**config.mk**
```make
export PLATFORM = sky130hd
export DESIGN_NAME = f2f_lane_scheduler
export DESIGN_NICKNAME = d
export VERILOG_FILES = /design/src/rtl/f2f_sched_pkg.sv /design/src/rtl/f2f_rr_arbiter.sv /design/src/rtl/f2f_sched_chk.sv /design/src/rtl/f2f_lane_scheduler.sv
export SDC_FILE = /design/constraint.sdc
export NUM_CORES = 1
export LEC_CHECK = 0
export ABC_AREA = 1
export CAP_MARGIN = 15
export CORE_ASPECT_RATIO = 0.8
export CORE_UTILIZATION = 40
export CTS_CLUSTER_DIAMETER = 50
export DETAILED_ROUTE_END_ITERATION = 10
export HOLD_SLACK_MARGIN = 0.08
export PLACE_DENSITY = 0.71
export SYNTH_ARGS = -nofsm -noshare
export SYNTH_HDL_FRONTEND = slang
export SYNTH_SLANG_ARGS = --single-unit
```
**constraint.sdc**
```tcl
create_clock -name clk -period 2.9 [get_ports clk]
set_clock_uncertainty 0.2 [all_clocks]
set_input_delay 0.725 -clock clk [delete_from_list [all_inputs] [get_ports clk]]
set_output_delay 0.725 -clock clk [all_outputs]
set_load 0.03 [all_outputs]
```
**src/rtl/f2f_sched_pkg.sv**
```systemverilog
// Shared types and constants for the fixed-to-float lane scheduler.
// The tag and FIFO entry types carry the lane index sized for N_LANES_CFG;
// the scheduler's N_LANES parameter is expected to match it.
package f2f_sched_pkg;

   localparam int unsigned FIXED_W     = 43;
   localparam int unsigned FLOAT_W     = 16;
   localparam int unsigned CONV_LAT    = 6;
   localparam int unsigned N_LANES_CFG = 4;

   // Width of a lane index; never narrower than one bit
   function automatic int unsigned lane_w(input int unsigned n);
      return (n > 32'd1) ? $clog2(n) : 32'd1;
   endfunction

   localparam int unsigned LANE_W = lane_w(N_LANES_CFG);

   // One converter slot: is it occupied, and by which lane
   typedef struct packed {
      logic              vld;
      logic [LANE_W-1:0] lane;
   } f2f_tag_t;

   // One buffered result
   typedef struct packed {
      logic [LANE_W-1:0]  lane;
      logic [FLOAT_W-1:0] data;
   } f2f_entry_t;

endpackage

```
**src/rtl/f2f_rr_arbiter.sv**
```systemverilog
// Round-robin arbiter: picks the first requesting lane at or after the
// pointer, wrapping, and advances the pointer past the winner on a grant.
module f2f_rr_arbiter
   import f2f_sched_pkg::*;
#(
   parameter  int unsigned N_LANES = 4,
   localparam int unsigned IW      = lane_w(N_LANES)
) (
   input  logic               clk,
   input  logic               reset_n,
   input  logic [N_LANES-1:0] req_i,
   input  logic               en_i,
   output logic [N_LANES-1:0] grant_o,
   output logic [IW-1:0]      idx_o,
   output logic               issue_o
);

   logic [IW-1:0] ptr_q;
   logic [IW-1:0] ptr_d;
   logic [IW-1:0] pick_s;
   logic          found_s;

   // Scan lanes starting at the pointer; the first requester wins
   always_comb begin
      int unsigned sum_v;
      int unsigned cand_v;
      logic        hit_v;
      pick_s  = '0;
      found_s = 1'b0;
      sum_v   = 32'd0;
      cand_v  = 32'd0;
      hit_v   = 1'b0;
      for (int unsigned off = 0; off < N_LANES; off++) begin
         sum_v   = 32'(ptr_q) + off;
         cand_v  = (sum_v >= N_LANES) ? (sum_v - N_LANES) : sum_v;
         hit_v   = req_i[IW'(cand_v)] && !found_s;
         pick_s  = hit_v ? IW'(cand_v) : pick_s;
         found_s = found_s | hit_v;
      end
   end

   // Grant only when enabled; pointer moves just past the granted lane
   always_comb begin
      issue_o = en_i & found_s;
      idx_o   = pick_s;
      grant_o = issue_o ? (N_LANES'(1) << pick_s) : '0;
      if (!issue_o) begin
         ptr_d = ptr_q;
      end else if (pick_s == IW'(N_LANES - 1)) begin
         ptr_d = '0;
      end else begin
         ptr_d = pick_s + IW'(1);
      end
   end

   // Round-robin pointer register
   always_ff @(posedge clk or negedge reset_n) begin
      if (!reset_n) begin
         ptr_q <= '0;
      end else begin
         ptr_q <= ptr_d;
      end
   end

endmodule

```
**src/rtl/f2f_sched_chk.sv**
```systemverilog
// Property checks for the lane scheduler: credit must prevent FIFO overflow,
// the grant must be one-hot or idle, and in-flight slots never exceed the pipe.
module f2f_sched_chk
   import f2f_sched_pkg::*;
#(
   parameter int unsigned N_LANES    = 4,
   parameter int unsigned FIFO_DEPTH = 8,
   parameter int unsigned CNT_W      = 4,
   parameter int unsigned INF_W      = 3
) (
   input logic               clk,
   input logic               reset_n,
   input logic               push_i,
   input logic [CNT_W-1:0]   fifo_cnt_i,
   input logic [INF_W-1:0]   inflight_i,
   input logic [N_LANES-1:0] grant_i
);

   a_no_push_when_full: assert property (
      @(posedge clk) disable iff (!reset_n)
      !(push_i && (fifo_cnt_i == CNT_W'(FIFO_DEPTH))))
      else $error("f2f_sched_chk: push into a full result FIFO");

   a_grant_onehot0: assert property (
      @(posedge clk) disable iff (!reset_n)
      $onehot0(grant_i))
      else $error("f2f_sched_chk: more than one lane granted");

   a_inflight_range: assert property (
      @(posedge clk) disable iff (!reset_n)
      (inflight_i <= INF_W'(CONV_LAT)))
      else $error("f2f_sched_chk: in-flight count beyond converter depth");

endmodule

```
**src/rtl/f2f_lane_scheduler.sv**
```systemverilog
// Shares one fixed-latency fixed-to-float converter among N_LANES lanes.
// A tag pipe follows each converter slot so results can be labelled with
// their lane; a credit-protected FWFT FIFO absorbs downstream backpressure.
// Credit = FIFO_DEPTH - (in flight + buffered), so every issued value is
// guaranteed a FIFO slot when it leaves the non-stallable converter.
module f2f_lane_scheduler
   import f2f_sched_pkg::*;
#(
   parameter  int unsigned N_LANES    = N_LANES_CFG,
   parameter  int unsigned FIFO_DEPTH = 8,
   localparam int unsigned LW         = lane_w(N_LANES)
) (
   input  logic                       clk,
   input  logic                       reset_n,
   input  logic [N_LANES-1:0]         req_valid,
   input  logic [N_LANES*FIXED_W-1:0] req_data,
   output logic [N_LANES-1:0]         req_ready,
   output logic [FIXED_W-1:0]         cv_fixed_out,
   input  logic [FLOAT_W-1:0]         cv_float_in,
   output logic                       out_valid,
   output logic [FLOAT_W-1:0]         out_data,
   output logic [LW-1:0]              out_lane,
   input  logic                       out_ready,
   output logic                       busy
);

   localparam int unsigned PTR_W = (FIFO_DEPTH > 32'd1) ? $clog2(FIFO_DEPTH) : 32'd1;
   localparam int unsigned CNT_W = $clog2(FIFO_DEPTH + 1);
   localparam int unsigned INF_W = $clog2(CONV_LAT + 1);
   localparam int unsigned SUM_W = CNT_W + 1;

   // FIFO pointer increment with wrap for non-power-of-two depths
   function automatic logic [PTR_W-1:0] ptr_inc(input logic [PTR_W-1:0] p);
      if (p == PTR_W'(FIFO_DEPTH - 1)) begin
         return '0;
      end else begin
         return p + PTR_W'(1);
      end
   endfunction

   logic               credit_s;
   logic               en_s;
   logic               issue_s;
   logic [LW-1:0]      idx_s;
   logic [N_LANES-1:0] grant_s;
   logic               push_s;
   logic               pop_s;
   f2f_tag_t           tag_d;
   f2f_tag_t           tag_q [CONV_LAT];
   f2f_entry_t         mem_q [FIFO_DEPTH];
   f2f_entry_t         head_s;
   logic [INF_W-1:0]   inflight_q;
   logic [INF_W-1:0]   inflight_d;
   logic [CNT_W-1:0]   fifo_cnt_q;
   logic [CNT_W-1:0]   fifo_cnt_d;
   logic [PTR_W-1:0]   wr_ptr_q;
   logic [PTR_W-1:0]   wr_ptr_d;
   logic [PTR_W-1:0]   rd_ptr_q;
   logic [PTR_W-1:0]   rd_ptr_d;

   // Credit uses registered counts only, and nothing is granted while in reset
   always_comb begin
      credit_s = (SUM_W'(inflight_q) + SUM_W'(fifo_cnt_q)) < SUM_W'(FIFO_DEPTH);
      en_s     = reset_n & credit_s;
   end

   f2f_rr_arbiter #(
      .N_LANES (N_LANES)
   ) u_arb (
      .clk     (clk),
      .reset_n (reset_n),
      .req_i   (req_valid),
      .en_i    (en_s),
      .grant_o (grant_s),
      .idx_o   (idx_s),
      .issue_o (issue_s)
   );

   // Grant and converter input: granted lane's data, zero when idle
   always_comb begin
      req_ready = grant_s;
      if (issue_s) begin
         cv_fixed_out = req_data[32'(idx_s) * FIXED_W +: FIXED_W];
      end else begin
         cv_fixed_out = '0;
      end
      tag_d.vld  = issue_s;
      tag_d.lane = idx_s;
   end

   // Tag pipe: its last stage lines up with the value on cv_float_in
   always_ff @(posedge clk or negedge reset_n) begin
      if (!reset_n) begin
         for (int i = 0; i < CONV_LAT; i++) begin
            tag_q[i] <= '0;
         end
      end else begin
         tag_q[0] <= tag_d;
         for (int i = 1; i < CONV_LAT; i++) begin
            tag_q[i] <= tag_q[i-1];
         end
      end
   end

   // Push converter results that carry a valid tag; pop on downstream accept
   always_comb begin
      push_s = tag_q[CONV_LAT-1].vld;
      pop_s  = (fifo_cnt_q != '0) & out_ready;
   end

   // Next-state for in-flight count, FIFO occupancy and pointers
   always_comb begin
      case ({issue_s, push_s})
         2'b10:   inflight_d = inflight_q + INF_W'(1);
         2'b01:   inflight_d = inflight_q - INF_W'(1);
         default: inflight_d = inflight_q;
      endcase
      case ({push_s, pop_s})
         2'b10:   fifo_cnt_d = fifo_cnt_q + CNT_W'(1);
         2'b01:   fifo_cnt_d = fifo_cnt_q - CNT_W'(1);
         default: fifo_cnt_d = fifo_cnt_q;
      endcase
      if (push_s) begin
         wr_ptr_d = ptr_inc(wr_ptr_q);
      end else begin
         wr_ptr_d = wr_ptr_q;
      end
      if (pop_s) begin
         rd_ptr_d = ptr_inc(rd_ptr_q);
      end else begin
         rd_ptr_d = rd_ptr_q;
      end
   end

   // Counter and pointer registers; reset discards everything in flight
   always_ff @(posedge clk or negedge reset_n) begin
      if (!reset_n) begin
         inflight_q <= '0;
         fifo_cnt_q <= '0;
         wr_ptr_q   <= '0;
         rd_ptr_q   <= '0;
      end else begin
         inflight_q <= inflight_d;
         fifo_cnt_q <= fifo_cnt_d;
         wr_ptr_q   <= wr_ptr_d;
         rd_ptr_q   <= rd_ptr_d;
      end
   end

   // FIFO storage: write the labelled result at the tail
   always_ff @(posedge clk or negedge reset_n) begin
      if (!reset_n) begin
         for (int i = 0; i < FIFO_DEPTH; i++) begin
            mem_q[i] <= '0;
         end
      end else if (push_s) begin
         mem_q[wr_ptr_q] <= '{lane: tag_q[CONV_LAT-1].lane, data: cv_float_in};
      end
   end

   // First-word-fall-through head; outputs forced to zero when empty
   always_comb begin
      head_s    = mem_q[rd_ptr_q];
      out_valid = (fifo_cnt_q != '0);
      busy      = (fifo_cnt_q != '0) || (inflight_q != '0);
      if (out_valid) begin
         out_data = head_s.data;
         out_lane = head_s.lane;
      end else begin
         out_data = '0;
         out_lane = '0;
      end
   end

   f2f_sched_chk #(
      .N_LANES    (N_LANES),
      .FIFO_DEPTH (FIFO_DEPTH),
      .CNT_W      (CNT_W),
      .INF_W      (INF_W)
   ) u_chk (
      .clk        (clk),
      .reset_n    (reset_n),
      .push_i     (push_s),
      .fifo_cnt_i (fifo_cnt_q),
      .inflight_i (inflight_q),
      .grant_i    (grant_s)
   );

endmodule
```
# After elaboration in Yosys (flattened, before gate mapping)
# Cells that the tools add are included.
[op_classes]
n_addsub = 15
n_mul = 1
magnitude_cmp = 12
eq_ne = 7
shift = 2
n_mux = 31
n_bitwise = 8
n_reduce_logical = 12
[op_table]
columns = ["cell", "count"]
rows = [
  ["indexed part select 172 x 9 -> 43 bit", 1],
  ["bitwise mux 144 bit", 1],
  ["binary-select mux 18 bit (select 3 bit)", 1],
  ["demux 18 bit (select 3 bit)", 1],
  ["two-way mux 18 bit", 3],
  ["two-way mux 43 bit", 1],
  ["two-way mux 2 bit", 10],
  ["two-way mux 16 bit", 1],
  ["less-than comparator 2 x 3 -> 1 bit, second input constant", 4],
  ["adder 3 x 1 -> 3 bit, second input constant", 3],
  [">= comparator 3 bit, second input constant", 3],
  ["binary-select mux 1 bit (select 2 bit)", 4],
  [">= comparator 4 bit, second input constant", 2],
  ["multiplier 2 x 6 -> 8 bit, second input constant", 1],
  ["inverter 3 -> 4 bit", 2],
  ["one-hot mux 4 bit (2 select lines)", 1],
  ["subtractor 2 x 1 -> 2 bit, second input constant", 4],
  ["adder 2 x 2 -> 3 bit, second input constant", 2],
  ["equality test 2 bit, second input constant", 3],
  ["equality test 3 bit, second input constant", 2],
  ["two-way mux 3 bit", 2],
  ["one-hot mux 3 bit (2 select lines)", 1],
  ["adder 3 x 4 -> 5 bit", 1],
  ["less-than comparator 5 x 4 -> 1 bit, second input constant", 1],
  ["19 further kinds", 33],
]
[word_totals]
ff_bits = 177
in_bits = 195
output_inout_bits = 67
wordCells = 121

# Logic depth before layout (Yosys ltp)
[depth]
depth_word = 16
ltp_mapped = 15
ltp_nobuf = 15

# Cells and area by module
# Synthesis repeated with hierarchy kept, for this count alone.
[unflattened]
hier_cells = 1338
area_unflattened_um2 = 9689.3
[by_module_without_submodules]
columns = ["mod", "instances", "cells_per_inst", "area_per_inst_um2", "seq_area_each_um2"]
rows = [
  ["f2f_lane_scheduler", 1, 1253, 9227.6, 4379.2],
  ["f2f_rr_arbiter", 1, 85, 461.7, 50.0],
]

# Worst setup path after synthesis
# Ideal clock, no wire load.
[synth_timing]
path_kind = "input-to-output"
from = "input port req_valid[3]"
to = "output port req_ready[3]"
arrival_time_ns = 2.309
t_required_ns = 1.975
path_slack_ns = -0.334
stages = 14
path_buffers = 2
path_cell_list = "inv_1 -> nand2_1 -> nand3_1 -> nand2_1 -> inv_1 -> nand2_1 -> nand2_1 -> nand3_2 -> buf_6 -> buf_4 -> inv_1 -> ha_1 -> inv_1 -> nor2_1"
[synth_between]
elab_chain_cells = 13
word_cells_on_any_way = 24
cone_classes = "shift: 1; mux: 13; bitwise: 4; reduce/logical: 6"
[synth_lines]
columns = ["element", "line", "text"]
rows = [
  ["from (decl)", "f2f_lane_scheduler.sv:15", "input logic [N_LANES-1:0] req_valid,"],
  ["binary-select mux 1 bit (select 2 bit)", "f2f_rr_arbiter.sv:36", "hit_v = req_i[IW'(cand_v)] && !found_s;"],
  ["two-way mux 1 bit (implied by the code)", "f2f_rr_arbiter.sv:36", ""],
  ["logical NOT 1 bit", "f2f_rr_arbiter.sv:36", ""],
  ["logical AND 1 bit", "f2f_rr_arbiter.sv:36", ""],
  ["OR 1 bit", "f2f_rr_arbiter.sv:38", "found_s = found_s | hit_v;"],
  ["logical NOT 1 bit", "f2f_rr_arbiter.sv:36", ""],
  ["logical AND 1 bit", "f2f_rr_arbiter.sv:36", ""],
  ["OR 1 bit", "f2f_rr_arbiter.sv:38", ""],
  ["logical NOT 1 bit", "f2f_rr_arbiter.sv:36", ""],
  ["logical AND 1 bit", "f2f_rr_arbiter.sv:36", ""],
  ["two-way mux 2 bit *", "f2f_rr_arbiter.sv:37", "pick_s = hit_v ? IW'(cand_v) : pick_s;"],
  ["via idx_s[0]", "f2f_lane_scheduler.sv:44", "logic [LW-1:0] idx_s;"],
  ["<< shifter 1 x 2 -> 4 bit *", "f2f_rr_arbiter.sv:46", "grant_o = issue_o ? (N_LANES'(1) << pick_s) : '0;"],
  ["two-way mux 4 bit *", "f2f_rr_arbiter.sv:46", ""],
  ["to (decl)", "f2f_lane_scheduler.sv:17", "output logic [N_LANES-1:0] req_ready,"],
]
# Mark *: on every way through the listed nets, which the timed path passes. The rest lies on a longest branch. The select of a mux whose other input is x is not followed.

# Worst setup path in the final report
[layout_timing]
from = "register u_arb.ptr_q[0]"
to = "output port cv_fixed_out[21]"
[layout_between]
elab_chain_cells = 16
word_cells_on_any_way = 40
cone_classes = "add/sub: 7; mul: 1; order compare: 4; shift: 1; mux: 17; bitwise: 4; reduce/logical: 6"
[layout_lines]
columns = ["element", "line", "text"]
rows = [
  ["from (decl)", "f2f_rr_arbiter.sv:18", "logic [IW-1:0] ptr_q;"],
  ["from (signal assigned)", "f2f_rr_arbiter.sv:61", "ptr_q <= ptr_d;"],
  ["adder 2 x 1 -> 3 bit, or another cell as far along", "f2f_rr_arbiter.sv:34", "sum_v = 32'(ptr_q) + off;"],
  [">= comparator 3 bit, or another cell as far along", "f2f_rr_arbiter.sv:35", "cand_v = (sum_v >= N_LANES) ? (sum_v - N_LANES) : sum_v;"],
  ["two-way mux 2 bit / binary-select mux 1 bit (select 2 bit) (equally long branches)", "f2f_rr_arbiter.sv:35, f2f_rr_arbiter.sv:36", ""],
  ["binary-select mux 1 bit (select 2 bit) / two-way mux 1 bit (equally long branches)", "f2f_rr_arbiter.sv:36", ""],
  ["two-way mux 1 bit (implied by the code) / logical NOT 1 bit (equally long branches)", "f2f_rr_arbiter.sv:36", ""],
  ["logical AND 1 bit", "f2f_rr_arbiter.sv:36", ""],
  ["OR 1 bit", "f2f_rr_arbiter.sv:38", ""],
  ["logical NOT 1 bit", "f2f_rr_arbiter.sv:36", ""],
  ["logical AND 1 bit", "f2f_rr_arbiter.sv:36", ""],
  ["OR 1 bit", "f2f_rr_arbiter.sv:38", ""],
  ["logical NOT 1 bit", "f2f_rr_arbiter.sv:36", ""],
  ["logical AND 1 bit", "f2f_rr_arbiter.sv:36", ""],
  ["two-way mux 2 bit", "f2f_rr_arbiter.sv:37", ""],
  ["multiplier 2 x 6 -> 8 bit", "f2f_lane_scheduler.sv:83", "cv_fixed_out = req_data[32'(idx_s) * FIXED_W +: FIXED_W];"],
  ["indexed part select 172 x 9 -> 43 bit", "f2f_lane_scheduler.sv:83", ""],
  ["two-way mux 43 bit *", "f2f_lane_scheduler.sv:82", "if (issue_s) begin"],
  ["to (decl)", "f2f_lane_scheduler.sv:18", "output logic [FIXED_W-1:0] cv_fixed_out,"],
]
# Mark *: on every way between the ends. The rest lies on a longest branch, timed or not. The select of a mux whose other input is x is not followed.

==> impl_metrics.toml <==
[outcome]
status = "finished, violations left"
violations = "setup timing"

[die]
io_pins = 262
coreArea_um2 = 23770
die_x_um = 177.2
start_util_pct = 41.32
std_cell_rows = 50
fp.dieH_um = 142.2
die_area_um2 = 25190

[critical_path]
crit_type = "reg -> out"
cp_cell_sequence = "clkinvlp_4 > nand2_2 > nand2_2 > nand2_1 > nand2_2 > nand2_2 > nand2_2 > nand2_2 > nand3_4 > clkbuf_16 > buf_6 > nor2_1 > nor2_2 > nor2_4 > buf_6"
cp.required_ns = 1.98
worstRegToRegCells = 17
r2r_slack_ns = 0.11
path_buf_inv = 4
r2r-end = "inflight_q[2]$_DFFE_PN0P_"
cpMaxStageDelayCell = "dfrtp_2"
max_stage_delay_ns = 0.48
arrival_ns = 2.72
cp_common_cell = "nand2_2"
worstReg2RegStart = "u_arb.ptr_q[0]$_DFFE_PN0P_"
cp_top_family = "simple AND/OR/NAND/NOR gates"
cp-end-kind = "primary output"
start_kind = "register"
critPathMaxFanout = 8

[power]
swShare_pct = 46.90
p_switching_mw = 10.92
clock_power_share_pct = 10.1
comb_power_share_pct = 71.9
power_leakage_nw = 7.391
peakVddDrop_mv = 0.8017
intPower_mw = 12.37
power_density_nw_per_um2 = 1431
power_frac_seq_pct = 17.9

[global_route]
grt_util_met2_pct = 46.55
grt_max_degree = 178
grtUsageTotal_pct = 27.56
overflow = 0
antenna_found_initial = 3
grt_pass1_wl_um = 53720
grtUsageMet1_pct = 35.39
grt_pass1_vias = 10180
use_met3_pct = 5.609
busiest_layer = "met2"

[placement]
place_ws_ns = -0.8717
io_buffers = 261
placed_cells = 1947
place_congestion = 0.8662
hpwl_um = 22890

[min_path]
min_to = "tag_q[0]$_DFF_PN0_"
min-delay-start = "tag_q[3]$_DFF_PN0_"
min_delay_path_depth = 0
hp-class = "reg -> reg"

[cells_and_area]
area_delta_synth_final_pct = 65.76
num-fill-cells = 1852
layout.nets = 1919
area.sequential_um2 = 4434
final_cell_mix = "254 x nand2_1, 202 x o21ai_0, 189 x clkdlybuf4s50_1"
fin_cells = 2035
multi_input_area_um2 = 6013
drive_above_1_share_pct = 30.62
final_common_cell = "nand2_1"

[cts]
clkLatencyLatePin_ns = 0.43
cts_tree = "yes"
cts_made_buffers = 17
cts_sinks = 177
clk_pin_slew_ns = 0.07
root_buffer = "clkbuf_16"
clockBufferDepth = 2
cts_max_level = 4

[run]
cap_violations = 0

[route]
drt_pre_antenna_iters = 5
drt-total-wl_um = 38360
vias = 10980
wl_per_cell_um = 18.85
drt_iter0_drc = 826
postRouteAntennaNets = 0
drc = 0
vias_per_cell = 5.397

[sta]
final.setup.worst_slack_ns = -0.7440
slew_headroom_pct = 34.59
rsz0062_at_grt = "true"
fin_tns_setup_ns = -33.22
period_share_pct = 125.7
finalMaxSlewViolations = 0
hold_ws_ns = 0.1494
fmax_mhz = 274.4
period_needed_ns = 3.644
worst_pin_slew_ns = 0.9812
setup_viol_count_final = 64
hold_violations = 0

[synth]
synth_area_leaders = "dfrtp_1 45%, nand2_1 14%, o21ai_0 11%, nor2_1 10%, nand3_1 4.9%"
synth_top_area_share_pct = 45.10
ys_seq_elements = 177
yosys.area.top_type = "dfrtp_1"
ys_types = 30
yosys_warnings = 0
ys_seq_area_share_pct = 45.10
synth_nets = 1609
syn_inst = 1398
avgSynthCellArea_um2 = 7.026
netlist_area_um2 = 9822
synth_stat cells, drive strengths merged:
cell type and n:
a211oi 2, a21oi 18, a31o 1, a31oi 19, buf 31, clkbuf 56, clkinv 2, dfrtp 177
fa 2, ha 14, inv 93, nand2 356, nand3 100, nand4 1, nor2 275, nor3 1
nor4 1, o21ai 226, o22ai 18, xnor2 2, xor2 3
routing by layer:
| metal | vias up | wire length, µm | part of all wire, % |
|---|---|---|---|
| li1 | 5134 | - | - |
| met4 | 2 | 1139 | 3.0 |
| met1 | 5303 | 15270 | 40 |
| met5 | - | 17 | 0.044 |
| met2 | 471 | 19200 | 50 |
| met3 | 72 | 2730 | 7.1 |
worst max-delay path by stage:
stage	slack, ns	cells past startpoint	end	start
floorplan	-0.007	13	cv_fixed_out[17]	req_valid[3]
global placement	-0.86	15	cv_fixed_out[34]	req_valid[3]
detailed placement	-0.87	16	cv_fixed_out[34]	req_valid[3]
CTS	-0.58	15	cv_fixed_out[27]	u_arb.ptr_q[0]$_DFFE_PN0P_
global route	-0.88	15	cv_fixed_out[21]	u_arb.ptr_q[0]$_DFFE_PN0P_
finish	-0.74	15	cv_fixed_out[21]	u_arb.ptr_q[0]$_DFFE_PN0P_
power groups by stage:
stage | Combinational, mW | Clock [mW] | Sequential [mW]
detailed placement | 11.4 | 0 | 4.14
CTS | 13.5 | 2.40 | 4.14
global placement | 11.3 | 0 | 4.09
finish | 16.8 | 2.36 | 4.17
floorplan | 7.54 | 0 | 3.98
global route | 17.8 | 2.50 | 4.29
cells by family (layout without fill, tap and decap cells):
kind of cell | count (synthesis) | in the layout | share of synthesized area, %
adders and majority gates | 16 | 16 | 2.191
AOI/OAI and AO/OA | 284 | 284 | 15.03
DFF | 177 | 177 | 45.10
other | 0 | 2 | 0
and+or+nand+nor | 734 | 734 | 29.72
buffers and inverters | 182 | 505 | 7.516
xor gates and xnor gates | 5 | 5 | 0.4459
worst register-to-register path: stages, from the launching register on:
cell,delay [ns]
dfrtp_2,0.49
buf_6,0.15
nand2_2,0.06
nand2_2,0.09
nand2_2,0.08
nand2_2,0.07
nor2_4,0.18
nand3_4,0.12
buf_8,0.17
nand2_8,0.09
buf_12,0.13
ha_1,0.16
inv_2,0.05
fa_2,0.35
nor2_2,0.11
nor2_1,0.04
nand2_1,0.07
xor2_1,0.14
registers in the layout (all words and copies together) (netlist names):
register	cells
mem_q	144
tag_q	17
fifo_cnt_q	4
inflight_q	3
rd_ptr_q	3
wr_ptr_q	3
u_arb.ptr_q	2
push_s	1
stage by stage:
stage,utilization (%),power [mW],cell area [µm²]
after floorplan,-,11.52,10250
after global placement,56.54,15.38,13440
after detailed placement,56.54,15.58,13440
after CTS,62.91,20.09,14960
after global routing,68.48,24.65,16280
final,68.48,23.29,16280
final cells by class:
cell class,count,area share [%]
Clock buffer,19,2.782
Clock inverter,13,0.9914
Timing Repair inverter,1,0.04611
Tap cell,312,2.398
Sequential cell,177,27.24
Antenna cell,2,0.03074
Inverter,95,2.398
Timing Repair Buffer,377,27.18
Multi-Input combinational cell,1039,36.94
what timing repair did:
item / 4_1_cts / 5_1_grt
pin swaps: 40 / 59
resized for setup: 176 / 239
cloned: 8 / 20
endpoints found under the setup margin: 69 / 67
hold buffers: 0 / 0
setup buffers: 17 / 12
Power figures use the tool's default switching activity.
